<file path="config.mk">
export PLATFORM = sky130hd
export DESIGN_NAME = i2s_multi_capture
export DESIGN_NICKNAME = d
export VERILOG_FILES = /design/src/rtl/i2s_multi_capture.sv
export SDC_FILE = /design/constraint.sdc
export NUM_CORES = 1
export LEC_CHECK = 0
export BUFFER_PORTS_ARGS = -buffer_cell sky130_fd_sc_hd__buf_2
export CAP_MARGIN = 10
export CORE_ASPECT_RATIO = 0.5
export CORE_UTILIZATION = 60
export CTS_CLUSTER_SIZE = 40
export DETAILED_ROUTE_END_ITERATION = 8
export PLACE_DENSITY = 0.82
export SLEW_MARGIN = 0
export SYNTH_ARGS = -nofsm -noshare
export SYNTH_HDL_FRONTEND = slang
export SYNTH_SLANG_ARGS = --single-unit
export TNS_END_PERCENT = 20
</file>
<file path="constraint.sdc">
create_clock -name clk -period 13 [get_ports clk]
set_input_delay 0.65 -clock clk [delete_from_list [all_inputs] [get_ports clk]]
set_output_delay 0.65 -clock clk [all_outputs]
set_load 0.01 [all_outputs]
</file>
<file path="src/rtl/i2s_multi_capture.sv">
// Multi-line I2S receiver: bit-clock/WS generation, frame decimation and byte-serialised stream output.
// Optional FRAME_HEADER_EN prepends an A5/sequence header pair to each emitted frame.
`timescale 1ns/1ps
module i2s_multi_capture #(
  parameter int CLK_FREQ      = 100_000_000,
  parameter int I2S_CLK_FREQ  = 1_500_000,
  parameter int N_LINES       = 2,
  parameter int DATA_SIZE     = 24,
  parameter int SLOT_BITS     = 32,
  parameter int REDUCE_FACTOR = 2,
  parameter int OUT_WIDTH     = 8
) (
  input  logic                 clk,
  input  logic                 rst,
  input  logic                 en,
  output logic                 i2s_clk,
  output logic                 i2s_ws,
  input  logic [N_LINES-1:0]   i2s_sd,
  output logic [OUT_WIDTH-1:0] out_data,
  output logic                 out_valid,
  input  logic                 out_ready,
  output logic                 out_last,
  output logic [15:0]          drop_count,
  output logic                 overflow
);
  localparam int HALF_DIV = CLK_FREQ / (2 * I2S_CLK_FREQ);
  localparam int DIV_W    = $clog2(HALF_DIV + 1);
  localparam int BIT_W    = $clog2(2 * SLOT_BITS);
  localparam int DEC_W    = (REDUCE_FACTOR > 1) ? $clog2(REDUCE_FACTOR) : 1;
  localparam int SAMP_W   = 2 * N_LINES * DATA_SIZE;
`ifdef FRAME_HEADER_EN
  localparam int HDR_W    = 16;
`else
  localparam int HDR_W    = 0;
`endif
  localparam int BUF_W    = SAMP_W + HDR_W;
  localparam int N_WORDS  = BUF_W / OUT_WIDTH;
  localparam int WORD_W   = $clog2(N_WORDS + 1);

  localparam logic [DIV_W-1:0]  DIV_LAST  = DIV_W'(HALF_DIV - 1);
  localparam logic [BIT_W-1:0]  BIT_LAST  = BIT_W'(2 * SLOT_BITS - 1);
  localparam logic [BIT_W-1:0]  SLOT_B    = BIT_W'(SLOT_BITS);
  localparam logic [BIT_W-1:0]  K_LAST    = BIT_W'(DATA_SIZE);
  localparam logic [DEC_W-1:0]  DEC_LAST  = DEC_W'(REDUCE_FACTOR - 1);
  localparam logic [WORD_W-1:0] WORD_LAST = WORD_W'(N_WORDS - 1);

  typedef enum logic {IDLE, SEND} state_t;

  logic [DIV_W-1:0]                  div_q;
  logic                              clk_q, ws_q;
  logic [BIT_W-1:0]                  bit_q, bit_nxt, slot_k;
  logic [DEC_W-1:0]                  dec_q;
  logic [N_LINES-1:0]                sync1_q, sync2_q;
  logic [N_LINES-1:0][DATA_SIZE-1:0] left_q, left_d, right_q, right_d;
  logic                              tick, rise, fall, is_right, frame_done, keep;
  logic [SAMP_W-1:0]                 frame_w;
  logic [BUF_W-1:0]                  load_w;

  state_t            state_q, state_d;
  logic [WORD_W-1:0] word_q, word_d;
  logic [BUF_W-1:0]  buf_q, buf_d;
  logic [15:0]       drop_q, drop_d;
  logic              ovf_q, ovf_d;
  logic              accept, last_word;
`ifdef FRAME_HEADER_EN
  logic [7:0]        seq_q, seq_d;
`endif

  assign tick       = en && (div_q == DIV_LAST);
  assign rise       = tick && !clk_q;
  assign fall       = tick && clk_q;
  assign bit_nxt    = (bit_q == BIT_LAST) ? '0 : bit_q + 1'b1;
  assign is_right   = (bit_q >= SLOT_B);
  assign slot_k     = is_right ? bit_q - SLOT_B : bit_q;
  assign frame_done = rise && (bit_q == BIT_LAST);
  assign keep       = frame_done && (dec_q == '0);

  // Frame image is built from the next-state shift values so a data bit landing on the final slot is kept.
  always_comb begin
    left_d  = left_q;
    right_d = right_q;
    frame_w = '0;
    if (rise && (slot_k != '0) && (slot_k <= K_LAST)) begin
      for (int n = 0; n < N_LINES; n++) begin
        if (is_right) right_d[n] = {right_q[n][DATA_SIZE-2:0], sync2_q[n]};
        else          left_d[n]  = {left_q[n][DATA_SIZE-2:0], sync2_q[n]};
      end
    end
    for (int n = 0; n < N_LINES; n++) begin
      frame_w[SAMP_W-1-(2*n)*DATA_SIZE -: DATA_SIZE]   = left_d[n];
      frame_w[SAMP_W-1-(2*n+1)*DATA_SIZE -: DATA_SIZE] = right_d[n];
    end
  end

`ifdef FRAME_HEADER_EN
  assign load_w = {8'hA5, seq_q, frame_w};
`else
  assign load_w = frame_w;
`endif

  always_ff @(posedge clk or posedge rst) begin
    if (rst) begin
      div_q   <= '0;
      clk_q   <= 1'b0;
      ws_q    <= 1'b0;
      bit_q   <= '0;
      dec_q   <= '0;
      sync1_q <= '0;
      sync2_q <= '0;
      left_q  <= '0;
      right_q <= '0;
    end else begin
      sync1_q <= i2s_sd;
      sync2_q <= sync1_q;
      if (!en) begin
        div_q   <= '0;
        clk_q   <= 1'b0;
        ws_q    <= 1'b0;
        bit_q   <= '0;
        dec_q   <= '0;
        left_q  <= '0;
        right_q <= '0;
      end else begin
        div_q <= tick ? '0 : div_q + 1'b1;
        if (tick) clk_q <= ~clk_q;
        if (fall) begin
          bit_q <= bit_nxt;
          ws_q  <= (bit_nxt >= SLOT_B);
        end
        if (frame_done) dec_q <= (dec_q == DEC_LAST) ? '0 : dec_q + 1'b1;
        left_q  <= left_d;
        right_q <= right_d;
      end
    end
  end

  assign accept    = (state_q == SEND) && out_ready;
  assign last_word = (state_q == SEND) && (word_q == WORD_LAST);

  always_comb begin
    state_d = state_q;
    word_d  = word_q;
    buf_d   = buf_q;
    drop_d  = drop_q;
    ovf_d   = ovf_q;
`ifdef FRAME_HEADER_EN
    seq_d   = seq_q;
`endif
    if (accept) begin
      buf_d  = buf_q << OUT_WIDTH;
      word_d = word_q + 1'b1;
      if (last_word) state_d = IDLE;
    end
    // A frame completing as the last word leaves is latched rather than dropped.
    if (keep) begin
      if (state_q == IDLE || (accept && last_word)) begin
        state_d = SEND;
        buf_d   = load_w;
        word_d  = '0;
`ifdef FRAME_HEADER_EN
        seq_d   = seq_q + 8'd1;
`endif
      end else begin
        ovf_d = 1'b1;
        if (drop_q != 16'hFFFF) drop_d = drop_q + 16'd1;
      end
    end
  end

  always_ff @(posedge clk or posedge rst) begin
    if (rst) begin
      state_q <= IDLE;
      word_q  <= '0;
      buf_q   <= '0;
      drop_q  <= '0;
      ovf_q   <= 1'b0;
`ifdef FRAME_HEADER_EN
      seq_q   <= '0;
`endif
    end else begin
      state_q <= state_d;
      word_q  <= word_d;
      buf_q   <= buf_d;
      drop_q  <= drop_d;
      ovf_q   <= ovf_d;
`ifdef FRAME_HEADER_EN
      seq_q   <= seq_d;
`endif
    end
  end

  assign i2s_clk    = clk_q;
  assign i2s_ws     = ws_q;
  assign out_valid  = (state_q == SEND);
  assign out_last   = last_word;
  assign out_data   = buf_q[BUF_W-1 -: OUT_WIDTH];
  assign drop_count = drop_q;
  assign overflow   = ovf_q;
endmodule
</file>
Word-level counts from Yosys, hierarchy flattened

Index checks and enable logic that the tools add are counted.

Add/subtract/negate cells: 6
Multiply operators: 0
Div/mod/pow operators: 0
Order comparisons: 3
Equal/unequal tests: 7
Shifts and indexed selects: 0
Muxes and demuxes: 31
Bitwise logic cells: 4
Reduce and logical (&&, ||, !) cells: 15

Operators by type and width:

| kind                                                                              | number |
|---|---|
| 96-bit 2-to-1 mux                                                                 | 3 |
| 48-bit 2-to-1 mux                                                                 | 4 |
| 24-bit 2-to-1 mux                                                                 | 4 |
| 6-bit 2-to-1 mux                                                                  | 6 |
| 16-bit by 1-bit adder with 16-bit output (second input constant)                  | 1 |
| 16-bit != test (second input constant)                                            | 1 |
| 6-bit by 1-bit adder with 6-bit output (second input constant)                    | 2 |
| 6-bit equality test (second input constant)                                       | 2 |
| 6-bit >= comparator (second input constant)                                       | 2 |
| 4-bit 2-to-1 mux                                                                  | 3 |
| 1-bit 2-to-1 mux                                                                  | 11 |
| 1-bit logical AND                                                                 | 10 |
| 6-bit by 5-bit less-or-equal comparator with 1-bit output (second input constant) | 1 |
| 2-bit by 1-bit != test with 1-bit output (second input constant)                  | 3 |
| 6-bit nonzero test                                                                | 1 |
| 6-bit subtractor (second input constant)                                          | 1 |
| 4-bit by 1-bit adder with 4-bit output (second input constant)                    | 1 |
| 4-bit equality test (second input constant)                                       | 1 |
| 1-bit inverter                                                                    | 4 |
| 3-bit AND reduction                                                               | 1 |
| 2-bit AND reduction                                                               | 1 |
| 1-bit adder (second input constant)                                               | 1 |
| 1-bit logical NOT                                                                 | 1 |
| 1-bit logical OR                                                                  | 1 |

Bits in registers: 233
Bits in latches: 0
Memory bits (writable): 0
ROM bits: 0
Output and inout port bits: 29
Word-level logic and storage cells: 82
Memories: 0

Logic depth before layout (Yosys ltp)

Gate-level depths: netlist of run 1.

Depth after elaboration: 8
Depth in mapped cells: 9

Worst setup path before layout of run 1

No wires, ideal clock.

Path type: input-to-reg
From: input port en
To: register buf_q[10]
Arrival: 1.807 ns
Required time: 12.921 ns
Path slack: 11.114 ns
Cell stages on the path: 7
Cells stage by stage: and4b_1 > and4_1 > buf_4 > and2_4 > buf_12 > buf_12 > mux2i_1

Cells in the longest elaborated chain, start to end: 7

Ends and longest elaborated chain:

| what                           | RTL line | source |
|---|---|---|
| start: declaration             | 15       | `input logic en,` |
| 1-bit logical AND (*)          | 69       | `assign tick = en && (div_q == DIV_LAST);` |
| 1-bit logical AND (*)          | 70       | `assign rise = tick && !clk_q;` |
| 1-bit logical AND (2 in a row) | 83       | `if (rise && (slot_k != '0) && (slot_k <= K_LAST)) begin` |
| 48-bit 2-to-1 mux              | 83       |  |
| 96-bit 2-to-1 mux              | 156      | `if (state_q == IDLE \|\| (accept && last_word)) begin` |
| 96-bit 2-to-1 mux (*)          | 155      | `if (keep) begin` |
| named net buf_d[10]            | 61       | `logic [BUF_W-1:0] buf_q, buf_d;` |
| end signal: assignment         | 183      | `buf_q <= buf_d;` |
| end: declaration               | 61       |  |

The timed path passes the listed nets; every way through them passes the cells marked *.
A chain may end at the register's enable or synchronous reset.

Worst setup path after layout of run 1

From: register bit_q[0]
To: register buf_q[28]

Cells in the longest elaborated chain, start to end: 8

Ends and longest elaborated chain:

| what                                                     | RTL line | source |
|---|---|---|
| start: declaration                                       | 51       | `logic [BIT_W-1:0] bit_q, bit_nxt, slot_k;` |
| start signal: assignment                                 | 127      | `bit_q <= bit_nxt;` |
| branches (longest 7 deep; another with 6-bit subtractor) | --       |  |
| 96-bit 2-to-1 mux (*)                                    | 155      |  |
| named net buf_d[28]                                      | 61       |  |

Mark *: on every way through the listed nets, which the timed path passes.

==> impl_metrics.tcl, run 1 <==
set metrics [dict create \
    status "completed" \
    top_layer_used "met4" \
    cts_root_buf "clkbuf_16" \
    dr.pass1.iters 7 \
    drive_above_1_share_pct 9.03 \
    path_clk_slew_ns 0.07 \
    r2r_slack_ns 9.65 \
    wl_met2_um 9830 \
    min_path_type "in -> reg" \
    postCtsHoldBufs 0 \
    row_count 34 \
    post_cts_buffers 0 \
    finClkSkew_ns 0.00762 \
    final_core_util_pct 66.2 \
    synth.distinct_cells 39 \
    r2r-start "bit_q[0]" \
    num-fill-cells 1280 \
    rr_endpoint "buf_q[28]" \
    ir_drop_mv 0.0739 \
    avgSynthCellArea_um2 11.6 \
    grt_overflow 0 \
    hold_path_depth 1 \
    drc 0 \
    ff2ff_path_depth 6 \
    cp_max_fo 59 \
    cts_tree "built" \
    grt_max_degree 163 \
    met1_length_um 9210 \
    cts_num_sinks 233 \
    die_width_um 193 \
    cts_buffers 21 \
    critPathArrivalTime_ns 3.75 \
    ys.warnings.count 0 \
    drtIter0Drc 485 \
    syn_to_final_growth_pct 6.24 \
    rsz0062_at_grt "false" \
    syn_nets 956 \
    gp_congestion 0.827 \
    cts_resized 0 \
    fin_crit_sh_pct 25.8 \
    mostFrequentLayoutCells "274 x mux2i_1, 233 x dfrtp_1, 113 x nand2_1" \
    synth.cell_area_mm2 0.0110 \
    crit_type "reg -> reg" \
    start_util_pct 62.3 \
    mostFrequentLayoutCell "mux2i_1" \
    dieHeight_um 97.6 \
    nets 951 \
    coreArea_mm2 0.0176 \
    tns_ns 0 \
    worst_setup_path_end_kind "flop" \
    syn_inst 944 \
    antenna_found_initial 0 \
    wirelength_um 20000 \
    cp-startpoint "bit_q[0]" \
    maxSlewHeadroom_pct 20.1 \
    dr_wl_met3_um 690 \
    postRouteAntennaNets 0 \
    worst_setup_path_start_kind "flop" \
    grt_usage_pct 22.1 \
    power.leakage_nw 6.40 \
    dp_hpwl_um 11900 \
    avgViaCountPerCell 5.72 \
    grt_pass1_wl_um 34300 \
    n_antenna_cell 0 \
    finalHoldViolations 0 \
    clk_latency_ns 0.49 \
    port_buffers 34 \
    num_vias 6787 \
    wl_per_cell_um 16.9 \
    setup_viol 0 \
    layout_min_cycle_time_ns 3.35 \
    tightest_slew_ns 1.20 \
    maxCapViolations 0 \
    dieArea_mm2 0.0189 \
    synth-seq-cells 233 \
    clock_path_buffers 3 \
    grt_pass1_vias 6941 \
    report.final.slew_viol_count 0 \
    ys_seq_area_share_pct 53.2 \
    powerDensity_mw_per_mm2 117 \
    worstSetupEndpoint "buf_q[28]" \
    cts_max_level 1 \
    fin_hold_ws_ns 0.266 \
    boundaryPins 35 \
    fmax_ghz 0.298 \
    worstPathRequired_ns 13.40 \
]
[stage by stage]
stage / power, mW / setup WS, ns / cell area [µm²] / std cells
after floorplan: 0.760 / 5.96 / 11000 / 944
after CTS: 1.38 / 9.67 / 11700 / 1186
after global routing: 1.41 / 9.46 / 11700 / 1186
after detailed placement: 0.768 / 9.54 / 11000 / 1150
final: 1.37 / 9.65 / 11700 / 1186
after global placement: 0.767 / 9.64 / 11000 / 1150
[routing by layer]
layer	GRT usage, %	up-vias
met1	29.8	3416
met4	4.49	0
met5	0	-
met3	3.33	23
li1	-	3238
met2	38.3	110
[final cells by class]
class                           instances  area [µm²]  area share, %
Inverter                               10        46.3          0.397
Multi-Input combinational cell        633        4580           39.3
Clock inverter                          6        57.6          0.494
Clock buffer                           30         629           5.40
Timing Repair Buffer                   40         215           1.85
Sequential cell                       233        5830           50.0
Tap cell                              234         293           2.51
[sequential cells by signal, indices dropped and copies added (netlist names)]
register and cells:
div_q 6, bit_q 6, i2s_ws 1, dec_q 1, left_q 48, out_valid 1, overflow 1, right_q 48
sync1_q 2, word_q 4, buf_q 96, i2s_clk 1, drop_count 16, sync2_q 2
[cell usage after synthesis (all sizes together)]
cell     instances  area (µm²)
a31oi            3        18.8
clkbuf          24        90.1
nand2b           1        6.26
mux2i          274        2740
nand3           27         135
mux2             3        33.8
nand4            9        62.6
and4b            3        30.0
nor3b            1        7.51
nor2           107         402
dfrtp          233        5830
o21ai           16        80.1
or4b             1        10.0
and4             4        35.0
nand3b           1        7.51
o21bai           1        7.51
xor2            15         131
nor4b            2        17.5
nor3             5        25.0
or3              4        25.0
xnor2            3        26.3
nor2b            3        18.8
ha               6        75.1
and2             1        8.76
inv             10        37.5
o2111ai          2        17.5
and3             5        31.3
nor4            12        96.3
nand2          114         428
buf             44         472
a21oi            8        40.0
nand4b           1        8.76
nor4bb           1        10.0
[cell families (layout without fill, tap and decap cells)]
kind of cell | Yosys count | in the layout | share of synthesized area [%]
flip-flops | 233 | 233 | 53.2
buffers and inverters | 78 | 86 | 5.46
multiplexers | 277 | 277 | 25.3
XOR/XNOR | 18 | 18 | 1.44
adder cells (fa/ha/maj) | 6 | 6 | 0.684
AO/OA/AOI/OAI | 30 | 30 | 1.49
AND/OR/NAND/NOR | 302 | 302 | 12.4
[where the power goes]
group	switching [mW]	internal, mW
sequential	0.00134	0.726
clock	0.259	0.356
combinational	0.0223	0.00321
[worst min path at each step]
stage | start | end | slack, ns
CTS | i2s_sd[0] | sync1_q[0] | 0.25
global route | i2s_sd[0] | sync1_q[0] | 0.25
finish | i2s_sd[0] | sync1_q[0] | 0.27
global placement | sync1_q[0] | sync2_q[0] | 0.33
floorplan | sync1_q[0] | sync2_q[0] | 0.33
detailed placement | sync1_q[0] | sync2_q[0] | 0.34
[worst max-delay path, stage by stage (launching register included)]
cell,delay [ns]
dfrtp_1,0.44
ha_1,0.23
and4_1,0.30
and4_1,0.40
and2_4,0.62
buf_4,0.90
mux2i_1,0.31
(Power assumes the default switching activity.)
==> run 2: changes to the inputs <==
clock period = 3.3 ns   (was 13 ns; I/O delays follow)
==> run 2 against run 1 <==
Against the previous run:
- cell area rose by 1.8%
- hold slack improved by 0.044 ns
- non-clock buffer count rose by 14
- clock-buffer cell count fell by 5
- utilization rose by 1.2 points
- cell count rose by 1.2%
- register-to-register slack got worse by 9.0 ns
- maximum frequency rose by 27%
- largest cell class unchanged
- highest routed layer unchanged
==> impl_metrics.tcl, run 2 (same netlist as run 1, synthesis figures left out) <==
set metrics [dict create \
    report.final.slew_viol_count 0 \
    drc 0 \
    cts_num_sinks 233 \
    num-fill-cells 1305 \
    wl_per_cell_um 17.3 \
    path_clk_slew_ns 0.07 \
    min_to "sync1_q[0]" \
    n_antenna_cell 0 \
    cts_root_buf "clkbuf_16" \
    antenna_found_initial 0 \
    tightest_slew_ns 1.08 \
    worstHoldStart "i2s_sd[0]" \
    multi_input_area_mm2 0.00458 \
    critPathSlowestCell "o2111ai_4" \
    grt_max_degree 117 \
    met1_length_um 9530 \
    critPathMaxStageDelay_ns 0.84 \
    drive_above_1_share_pct 9.94 \
    reg.largest.list "buf_q (96), left_q (48), right_q (48)" \
    dp_hpwl_um 12800 \
    cp_max_fo 29 \
    grt_usage_pct 22.8 \
    post_cts_buffers 0 \
    grt_pass1_wl_um 35300 \
    seq_area_mm2 0.00583 \
    cts_max_level 1 \
    mostFrequentLayoutCells "274 x mux2i_1, 233 x dfrtp_1, 113 x nand2_1" \
    cts_buffers 21 \
    crit_family "compound AO/OA/AOI/OAI gates" \
    rr_endpoint "left_q[27]" \
    fin_crit_sh_pct 79.7 \
    row_count 34 \
    ir_drop_mv 0.278 \
    combPwrFrac_pct 2.1 \
    worst_setup_path_start_kind "flop" \
    rsz0062_at_grt "false" \
    clock_path_buffers 3 \
    syn_to_final_growth_pct 8.13 \
    crit_type "reg -> reg" \
    postRouteAntennaNets 0 \
    fin_hold_ws_ns 0.310 \
    cts_tree "built" \
    clk_latency_ns 0.49 \
    layout_min_cycle_time_ns 2.63 \
    largest_reg_flops 96 \
    dieHeight_um 97.6 \
    die_width_um 193 \
    gp_congestion 0.801 \
    wl_met2_um 10300 \
    internal_power_mw 4.27 \
    clkPwrFrac_pct 45.1 \
    nets 965 \
    largest_register "buf_q" \
    dieArea_mm2 0.0189 \
    critical_path_buf_inv_count 2 \
    boundaryPins 35 \
    power.leakage_nw 6.49 \
    path_cells "inv_1 > ha_1 > nor2b_1 > o2111ai_4 > buf_4 > mux2i_1 > nor2_1" \
    tns_ns 0 \
    finClkSkew_ns 0.00706 \
    r2r_slack_ns 0.67 \
    grt_pass1_vias 7024 \
    min_path_type "in -> reg" \
    maxSlewHeadroom_pct 28.3 \
    finalHoldViolations 0 \
    power_frac_seq_pct 52.9 \
    coreArea_mm2 0.0176 \
    switching_share_pct 21.2 \
    setup_viol 0 \
    grt_overflow 0 \
    top_layer_used "met4" \
    drtIter0Drc 369 \
    worstPathRequired_ns 3.63 \
    worst_setup_path_end_kind "flop" \
    cts_resized 0 \
    ff2ff_path_depth 7 \
    wirelength_um 20800 \
    worst-path-stages 7 \
    p_switching_mw 1.15 \
    critPathArrivalTime_ns 2.96 \
    dr_wl_met3_um 645 \
    fmax_ghz 0.380 \
    dr.pass1.iters 7 \
    status "completed" \
    powerDensity_mw_per_mm2 457 \
    avgViaCountPerCell 5.78 \
    num_vias 6938 \
    mostFrequentLayoutCell "mux2i_1" \
    maxCapViolations 0 \
    r2r-start "bit_q[0]" \
    port_buffers 34 \
    hold_path_depth 2 \
    start_util_pct 62.3 \
]
## run 2: what timing repair did
action                                  in CTS  in global routing
hold endpoints to repair                   239                  0
hold buffers                                 5                  0
endpoints found under the setup margin       0                  0
## run 2: per-stage QoR
stage	cells	utilization, %	worst slack [ns]	instance area [µm²]	power [mW]
final	1200	67.3	0.669	11900	5.42
after global routing	1200	67.3	0.481	11900	5.58
after CTS	1200	67.3	0.663	11900	5.46
after detailed placement	1159	63.2	0.710	11100	3.03
after global placement	1159	63.2	0.809	11100	3.03
after floorplan	944	-	0.0851	11000	2.99
## run 2: power by group through the flow
stage	clock network, mW	logic (mW)	registers, mW
after floorplan	0	0.0730	2.92
final	2.44	0.113	2.87
after global placement	0	0.110	2.92
after detailed placement	0	0.112	2.92
after global routing	2.59	0.131	2.86
after CTS	2.48	0.116	2.87
## run 2: final cells by class
type / instances / area share (%)
flip-flops and latches: 233 / 49.2
multi-input cells: 633 / 38.6
clock buffers: 25 / 4.81
repair buffers: 54 / 3.65
well taps: 234 / 2.47
clock inverters: 11 / 0.928
inverters: 10 / 0.359
## run 2: worst max-delay path by stage
stage,start,to
4_1_cts,div_q[0],left_q[27]
3_5_place_dp,bit_q[0],left_q[27]
5_1_grt,div_q[0],left_q[9]
2_1_floorplan,rst,bit_q[0]
3_3_place_gp,bit_q[0],left_q[27]
6_report,bit_q[0],left_q[27]
## run 2: worst register-to-register path, delay by kind of cell, from the launching register on
| kind | cells | cell delay (ns) |
|---|---|---|
| adders and majority gates | 1 | 0.20 |
| AOI/OAI and AO/OA | 1 | 0.84 |
| muxes | 1 | 0.26 |
| and+or+nand+nor | 2 | 0.26 |
| DFF | 1 | 0.42 |
| buffers and inverters | 2 | 0.49 |
## run 2: layer usage
layer	up-vias	GRT usage, %
li1	3271	-
met1	3546	31.5
met5	-	0
met4	0	4.86
met2	93	38.5
met3	28	3.37
